--- src/rtl/cu_pkg.sv ---
`default_nettype none
// ============================================================================
// Module      : cu_pkg
// Description : Shared definitions for the control unit. Holds the opcode
//               constants, the instruction-class and sequencer-state enums,
//               and the ALU operation codes that the sequencer drives.
// Revision    : 1.0 - initial release
// ============================================================================
package cu_pkg;

    // Opcodes, taken from ir[31:27]
    localparam logic [4:0] OP_LD   = 5'b00000;
    localparam logic [4:0] OP_LDI  = 5'b00001;
    localparam logic [4:0] OP_ST   = 5'b00010;
    localparam logic [4:0] OP_ADD  = 5'b00011;
    localparam logic [4:0] OP_SUB  = 5'b00100;
    localparam logic [4:0] OP_AND  = 5'b00101;
    localparam logic [4:0] OP_OR   = 5'b00110;
    localparam logic [4:0] OP_SHR  = 5'b00111;
    localparam logic [4:0] OP_SHL  = 5'b01000;
    localparam logic [4:0] OP_ROR  = 5'b01001;
    localparam logic [4:0] OP_ROL  = 5'b01010;
    localparam logic [4:0] OP_ADDI = 5'b01011;
    localparam logic [4:0] OP_ANDI = 5'b01100;
    localparam logic [4:0] OP_ORI  = 5'b01101;
    localparam logic [4:0] OP_MUL  = 5'b01110;
    localparam logic [4:0] OP_DIV  = 5'b01111;
    localparam logic [4:0] OP_NEG  = 5'b10000;
    localparam logic [4:0] OP_NOT  = 5'b10001;
    localparam logic [4:0] OP_BR   = 5'b10010;
    localparam logic [4:0] OP_JR   = 5'b10011;
    localparam logic [4:0] OP_MFHI = 5'b10111;
    localparam logic [4:0] OP_MFLO = 5'b11000;
    localparam logic [4:0] OP_NOP  = 5'b11001;
    localparam logic [4:0] OP_HALT = 5'b11010;

    // ALU operation codes share the opcode encoding of the matching instruction
    localparam logic [4:0] ALU_ADD = OP_ADD;
    localparam logic [4:0] ALU_AND = OP_AND;
    localparam logic [4:0] ALU_OR  = OP_OR;

    typedef enum logic [3:0] {
        CLS_ALU3, CLS_ALUI, CLS_LDI, CLS_LD, CLS_ST, CLS_MULDIV,
        CLS_UNARY, CLS_BR, CLS_JR, CLS_MFHL, CLS_NOP, CLS_HALT
    } cls_t;

    typedef enum logic [3:0] {
        S_RST, S_F0, S_F1, S_F2, S_F3,
        S_E0, S_E1, S_E2, S_E3, S_E4, S_HALT
    } state_t;

endpackage
`default_nettype wire

--- src/rtl/cu_decode.sv ---
`default_nettype none
// ============================================================================
// Module      : cu_decode
// Description : Combinational opcode decoder. Maps the 5-bit opcode to an
//               instruction class and the ALU operation used in execute.
// Ports       : opcode_i - ir[31:27]
//               cls_o    - instruction class (undefined opcodes -> CLS_NOP)
//               alu_op_o - ALU operation for the computing execute step
// Revision    : 1.0 - initial release
// ============================================================================
module cu_decode
    import cu_pkg::*;
(
    input  logic [4:0] opcode_i,
    output cls_t       cls_o,
    output logic [4:0] alu_op_o
);

    always_comb begin
        cls_o    = CLS_NOP;
        alu_op_o = ALU_ADD;
        case (opcode_i)
            OP_LD:   cls_o = CLS_LD;
            OP_LDI:  cls_o = CLS_LDI;
            OP_ST:   cls_o = CLS_ST;
            OP_ADD, OP_SUB, OP_AND, OP_OR,
            OP_SHR, OP_SHL, OP_ROR, OP_ROL: begin
                cls_o    = CLS_ALU3;
                alu_op_o = opcode_i;
            end
            OP_ADDI: cls_o = CLS_ALUI;
            OP_ANDI: begin cls_o = CLS_ALUI; alu_op_o = ALU_AND; end
            OP_ORI:  begin cls_o = CLS_ALUI; alu_op_o = ALU_OR;  end
            OP_MUL, OP_DIV: begin
                cls_o    = CLS_MULDIV;
                alu_op_o = opcode_i;
            end
            OP_NEG, OP_NOT: begin
                cls_o    = CLS_UNARY;
                alu_op_o = opcode_i;
            end
            OP_BR:   cls_o = CLS_BR;
            OP_JR:   cls_o = CLS_JR;
            OP_MFHI, OP_MFLO: cls_o = CLS_MFHL;
            OP_HALT: cls_o = CLS_HALT;
            default: cls_o = CLS_NOP;
        endcase
    end

endmodule
`default_nettype wire

--- src/rtl/control_unit.sv ---
`default_nettype none
// ============================================================================
// Module      : control_unit
// Description : Hardwired Moore sequencer for the 32-bit bus datapath.
//               Fetches through MAR/MDR, decodes ir[31:27] and steps through
//               the per-class execute states, driving every datapath strobe.
// Ports       : clk, clr (async active-low reset)
//               ir, con_ff, mem_ready, stop      - status inputs
//               *out                              - bus-drive strobes
//               *in                               - register-load strobes
//               IncPC, Read, Write                - PC / memory strobes
//               Gra, Grb, Grc, Rin, Rout, BAout   - register-select strobes
//               operation, branch_flag            - ALU control
//               run                               - high outside RST/HALT
// Revision    : 1.0 - initial release
// ============================================================================
module control_unit
    import cu_pkg::*;
#(
    parameter int RESET_PC_HOLD = 1
) (
    input  logic        clk,
    input  logic        clr,
    input  logic [31:0] ir,
    input  logic        con_ff,
    input  logic        mem_ready,
    input  logic        stop,
    output logic        PCout, ZHighout, ZLowout, MDRout, HIout, LOout, InPortout, Cout,
    output logic        MARin, PCin, MDRin, IRin, Yin, HIin, LOin, ZHIin, ZLOin, CONin, OutPortin,
    output logic        IncPC, Read, Write,
    output logic        Gra, Grb, Grc, Rin, Rout, BAout,
    output logic [4:0]  operation,
    output logic        branch_flag,
    output logic        run
);

    localparam logic [1:0] HOLD_LAST = 2'(RESET_PC_HOLD - 1);

    state_t     state_q, state_d;
    logic [1:0] hold_q, hold_d;
    cls_t       cls;
    logic [4:0] alu_op;
    logic       w_unused_ir;

    // Only the opcode field matters to the sequencer
    assign w_unused_ir = ^ir[26:0];

    cu_decode u_decode (
        .opcode_i (ir[31:27]),
        .cls_o    (cls),
        .alu_op_o (alu_op)
    );

    always_ff @(posedge clk or negedge clr) begin
        if (!clr) begin
            state_q <= S_RST;
            hold_q  <= 2'd0;
        end else begin
            state_q <= state_d;
            hold_q  <= hold_d;
        end
    end

    // Next-state logic; wait states simply hold until mem_ready
    always_comb begin
        state_d = state_q;
        hold_d  = hold_q;
        case (state_q)
            S_RST:  if (hold_q == HOLD_LAST) state_d = S_F0;
                    else hold_d = hold_q + 2'd1;
            S_F0:   state_d = stop ? S_HALT : S_F1;
            S_F1:   state_d = S_F2;
            S_F2:   if (mem_ready) state_d = S_F3;
            S_F3:   state_d = S_E0;
            S_E0:   case (cls)
                        CLS_HALT:                   state_d = S_HALT;
                        CLS_JR, CLS_MFHL, CLS_NOP:  state_d = S_F0;
                        default:                    state_d = S_E1;
                    endcase
            S_E1:   state_d = (cls == CLS_UNARY) ? S_F0 : S_E2;
            S_E2:   case (cls)
                        CLS_LD, CLS_ST, CLS_MULDIV, CLS_BR: state_d = S_E3;
                        default:                            state_d = S_F0;
                    endcase
            S_E3:   case (cls)
                        CLS_LD:  if (mem_ready) state_d = S_E4;
                        CLS_ST:  state_d = S_E4;
                        default: state_d = S_F0;
                    endcase
            S_E4:   if (cls != CLS_ST || mem_ready) state_d = S_F0;
            S_HALT: state_d = S_HALT;
            default: state_d = S_RST;
        endcase
    end

    // Moore outputs: everything low by default, operation idles at add
    always_comb begin
        {PCout, ZHighout, ZLowout, MDRout, HIout, LOout, InPortout, Cout} = '0;
        {MARin, PCin, MDRin, IRin, Yin, HIin, LOin, ZHIin, ZLOin, CONin, OutPortin} = '0;
        {IncPC, Read, Write} = '0;
        {Gra, Grb, Grc, Rin, Rout, BAout} = '0;
        operation   = ALU_ADD;
        branch_flag = 1'b0;
        run         = (state_q != S_RST) && (state_q != S_HALT);
        case (state_q)
            S_F0: begin PCout = 1'b1; MARin = 1'b1; IncPC = 1'b1; ZLOin = 1'b1; end
            S_F1: begin ZLowout = 1'b1; PCin = 1'b1; end
            S_F2: begin Read = 1'b1; MDRin = 1'b1; end
            S_F3: begin MDRout = 1'b1; IRin = 1'b1; end
            S_E0: case (cls)
                CLS_ALU3, CLS_ALUI:     begin Grb = 1'b1; Rout = 1'b1; Yin = 1'b1; end
                CLS_LDI, CLS_LD, CLS_ST: begin Grb = 1'b1; BAout = 1'b1; Yin = 1'b1; end
                CLS_MULDIV:             begin Gra = 1'b1; Rout = 1'b1; Yin = 1'b1; end
                CLS_UNARY: begin Grb = 1'b1; Rout = 1'b1; ZLOin = 1'b1; operation = alu_op; end
                CLS_BR:                 begin Grb = 1'b1; Rout = 1'b1; CONin = 1'b1; end
                CLS_JR:                 begin Gra = 1'b1; Rout = 1'b1; PCin = 1'b1; end
                CLS_MFHL: begin
                    HIout = (ir[31:27] == OP_MFHI);
                    LOout = (ir[31:27] != OP_MFHI);
                    Gra   = 1'b1;
                    Rin   = 1'b1;
                end
                default: ;
            endcase
            S_E1: case (cls)
                CLS_ALU3: begin Grc = 1'b1; Rout = 1'b1; ZLOin = 1'b1; operation = alu_op; end
                CLS_ALUI, CLS_LDI, CLS_LD, CLS_ST: begin
                    Cout = 1'b1; ZLOin = 1'b1; operation = alu_op;
                end
                CLS_MULDIV: begin
                    Grb = 1'b1; Rout = 1'b1; ZHIin = 1'b1; ZLOin = 1'b1; operation = alu_op;
                end
                CLS_UNARY: begin ZLowout = 1'b1; Gra = 1'b1; Rin = 1'b1; end
                CLS_BR:    begin PCout = 1'b1; Yin = 1'b1; end
                default: ;
            endcase
            S_E2: case (cls)
                CLS_ALU3, CLS_ALUI, CLS_LDI: begin ZLowout = 1'b1; Gra = 1'b1; Rin = 1'b1; end
                CLS_LD, CLS_ST: begin ZLowout = 1'b1; MARin = 1'b1; end
                CLS_MULDIV:     begin ZLowout = 1'b1; LOin = 1'b1; end
                CLS_BR:         begin Cout = 1'b1; ZLOin = 1'b1; branch_flag = 1'b1; end
                default: ;
            endcase
            S_E3: case (cls)
                CLS_LD:     begin Read = 1'b1; MDRin = 1'b1; end
                CLS_ST:     begin Gra = 1'b1; Rout = 1'b1; MDRin = 1'b1; end
                CLS_MULDIV: begin ZHighout = 1'b1; HIin = 1'b1; end
                CLS_BR:     begin ZLowout = con_ff; PCin = con_ff; end
                default: ;
            endcase
            S_E4: case (cls)
                CLS_LD:  begin MDRout = 1'b1; Gra = 1'b1; Rin = 1'b1; end
                CLS_ST:  Write = 1'b1;
                default: ;
            endcase
            default: ;
        endcase
    end

endmodule
`default_nettype wire

--- config.mk ---
export PLATFORM = sky130hd
export DESIGN_NAME = control_unit
export DESIGN_NICKNAME = d
export VERILOG_FILES = /design/src/rtl/cu_pkg.sv /design/src/rtl/cu_decode.sv /design/src/rtl/control_unit.sv
export SDC_FILE = /design/constraint.sdc
export NUM_CORES = 1
export LEC_CHECK = 0
export CAP_MARGIN = 25
export CORE_ASPECT_RATIO = 0.5
export CORE_MARGIN = 3
export CORE_UTILIZATION = 43
export DETAILED_ROUTE_END_ITERATION = 12
export PLACE_DENSITY = 0.88
export SYNTH_ARGS = -nofsm -noshare
export SYNTH_HDL_FRONTEND = slang
export SYNTH_SLANG_ARGS = --single-unit
--- constraint.sdc ---
create_clock -name clk -period 3.2 [get_ports clk]
set_input_delay 0.64 -clock clk [delete_from_list [all_inputs] [get_ports clk]]
set_output_delay 0.64 -clock clk [all_outputs]
set_load 0.01 [all_outputs]
==> impl_metrics.json <==
{
  "status": "finished, final reports clean",
  "worstSetupStartpointType": "input pin",
  "clkTransAtPathRegs_ns": 0.03,
  "hold_viol_final": 0,
  "die-area_um2": 3800,
  "coreArea_um2": 2750,
  "drt_iter0_drc": 251,
  "r2r_start": "state_q[2]$_DFFE_PN0P_",
  "ir_worst_vdd_mv": 0.383,
  "setup_viol": 0,
  "firstDrtPassIters": 5,
  "cp_max_fo": 9,
  "synth-edff-count": 0,
  "cts_max_path_buffers": 2,
  "cap_violations": 0,
  "syn_avg_cell_area_um2": 6.86,
  "worstPathRequired_ns": 2.56,
  "vias": 1825,
  "yosysSeqAreaShare_pct": 11.4,
  "ys.flop_type": "dfrtp_1",
  "gr-total-overflow": 0,
  "cts_tree": "done",
  "min_delay_path_depth": 1,
  "yosysWarnings": 0,
  "ys_seq_elements": 6,
  "io_buffers": 42,
  "slowest_stage": "clkdlybuf4s50_1",
  "drive_gt1_share_pct": 27.3,
  "antenna_found_initial": 0,
  "synthCells": 192,
  "drc": 0,
  "syn_to_final_growth_pct": 58.5,
  "crit_chain": "clkdlybuf4s50_1, buf_4, buf_4, xor2_1, a22oi_1, o21ai_1, a2111o_1, dlygate4sd2_1",
  "clock-sinks": 6,
  "grt_pass1_vias": 1640,
  "wl_per_cell_um": 15.7,
  "ios": 72,
  "ant_nets": 0,
  "grt_max_degree": 17,
  "gp_congestion": 0.965,
  "syn_area_um2": 1320,
  "die_x_um": 84.3,
  "antenna_cells": 0,
  "path_class": "in2out",
  "slowest_delay_ns": 0.40,
  "r2r-end": "state_q[0]$_DFFE_PN0P_",
  "finalInstanceArea_um2": 2090,
  "finalWorstSetupSlack_ns": 0.112,
  "hold_end": "hold_q[0]$_DFFE_PN0P_",
  "grt_pass1_wl_um": 7720,
  "drt_wl_total_um": 4670,
  "period_share_pct": 96.5,
  "die_y_um": 45.1,
  "fin_tns_setup_ns": 0,
  "min_period_ns": 3.09,
  "track_usage_pct": 25.0,
  "yosysUniqueCellTypes": 59,
  "cts_hold_buf": 0,
  "worstPathArrival_ns": 2.45,
  "slew_violations": 0,
  "cts_root_buf": "clkbuf_8",
  "r2r.worst_path.cells": 6,
  "hp-start": "hold_q[0]$_DFFE_PN0P_",
  "dp_hpwl_um": 3530,
  "cp-end-kind": "output pin",
  "finClkSkew_ns": 0.00316,
  "initial_core_util_pct": 47.9,
  "crit_top_cell": "buf_4",
  "fmax_mhz": 324,
  "placed_area_um2": 1980,
  "cts-htree-levels": 1,
  "rrSetupSlack_ns": 1.14,
  "rsz0062_at_grt": "no",
  "rows": 13,
  "cellLeakagePower_nw": 0.943,
  "crit_start": "ir[27]",
  "vias_per_cell": 6.14,
  "clk_latency_ns": 0.22,
  "powerDensity_nw_per_um2": 523,
  "dp_slack_ns": -0.309,
  "numCtsBuffers": 3,
  "synthArstFlopShare_pct": 100,
  "fin_nets": 300,
  "hold_class": "reg2reg"
}
## layer usage
metal | vias to the layer above | global-route usage (%) | share of wire [%] | wire [um]
li1 | 835 | - | - | -
met3 | 14 | 2.73 | 9.3 | 433
met5 | - | 0 | 0 | 0
met1 | 854 | 34.4 | 43 | 2000
met4 | 0 | 12.5 | 1.8 | 86
met2 | 122 | 39.7 | 46 | 2150
## placed cells by master (no fill, tap or decap), types with 2 or more instances in the layout
| master | count |
|---|---|
| or2_2 | 3 |
| dfrtp_1 | 6 |
| nor2b_1 | 8 |
| o21bai_1 | 2 |
| clkbuf_8 | 3 |
| nand2_1 | 15 |
| nor3_1 | 8 |
| nand4_1 | 2 |
| a31oi_1 | 2 |
| xnor2_1 | 3 |
| o21ai_0 | 6 |
| inv_1 | 5 |
| nor4b_2 | 2 |
| nor3_2 | 2 |
| nand3_1 | 4 |
| nand2b_1 | 9 |
| o31ai_1 | 3 |
| clkdlybuf4s50_1 | 19 |
| buf_6 | 4 |
| o211ai_1 | 6 |
| xor2_1 | 2 |
| nor4b_1 | 2 |
| and3_4 | 2 |
| nand3b_1 | 2 |
| buf_4 | 38 |
| and2_1 | 3 |
| a22oi_1 | 3 |
| dlymetal6s2s_1 | 3 |
| a311oi_1 | 2 |
| or3b_2 | 3 |
| a21oi_1 | 12 |
| nor2_1 | 17 |
| nor4_1 | 2 |
| dlygate4sd2_1 | 17 |
| conb_1 | 2 |
| and3_1 | 3 |
## synthesized netlist by cell type (3+ instances only)
master    instances  area (um^2)
a22oi_1           3         22.5
buf_2             9         45.0
o31ai_1           3         22.5
nand2_1          15         56.3
nand3_1           4         20.0
xnor2_1           3         26.3
nor2_1           18         67.6
o211ai_1          6         45.0
dfrtp_1           6          150
and2_1            3         18.8
a21oi_1          13         65.1
or3b_2            3         26.3
nor4b_1           4         35.0
nand2b_1          9         56.3
nor3_1           10         50.1
nor2b_1           8         50.1
o21ai_0           7         35.0
clkbuf_1          7         26.3
and3_1            5         31.3
buf_4             3         22.5
or2_2             3         18.8
inv_1             5         18.8
## sequential cells by signal, indices dropped and copies added, names as in the netlist
name	flops
hold_q	2
state_q	4
## power by group
group	switching, mW	internal (mW)	total (mW)	leakage (nW)
combinational	0.442	0.372	0.814	0.844
clock	0.0332	0.0809	0.114	0.0216
sequential	0.0643	0.0992	0.164	0.0773
total	0.540	0.552	1.09	0.943
## worst max-delay path: cells and delay by family
family	cells	cell delay (ns)
AOI/OAI and AO/OA	3	0.61
buffers and inverters	4	1.03
xor gates and xnor gates	1	0.16
## final cells by class
class                      count  area [um^2]
multi-input combinational    160         1080
timing repair buffer          86          753
fill                         207          661
sequential                     6          150
tap                           37         46.3
clock buffer                   3         41.3
inverter                       5         18.8
## stage by stage
step | hold WS (ns) | utilization (%) | instances | power (mW)
after global placement | 0.465 | 72.1 | 291 | 0.958
final | 0.469 | 76.0 | 297 | 1.09
after global routing | 0.520 | 76.0 | 297 | 1.17
after floorplan | 0.344 | - | 193 | 0.624
after detailed placement | 0.471 | 72.1 | 291 | 0.973
after CTS | 0.480 | 74.4 | 294 | 1.06
## kinds of logic after synthesis
family,count (synthesis),synth area share [%]
simple gates,97,42.5
compound gates,52,28.8
buf+inv,27,9.97
flops,6,11.4
xor+xnor,5,3.32
mux,3,2.75
fa+ha+maj,1,0.950
other cells,1,0.285
## worst max path at each step
stage | depth (start not counted) | end | slack, ns
final | 8 | ZLOin | 0.11
after global routing | 8 | ZLOin | 0.01
after CTS | 7 | Write | -0.03
after detailed placement | 7 | Gra | -0.31
after global placement | 7 | Gra | -0.31
after floorplan | 4 | operation[3] | 0.61
## what timing repair did
item	4_1_cts	5_1_grt
pin swaps	1	2
setup buffers	0	2
gates cloned	0	1
endpoints found under the setup margin	23	19
gates resized for setup	32	11
(Power assumes the default switching activity.)
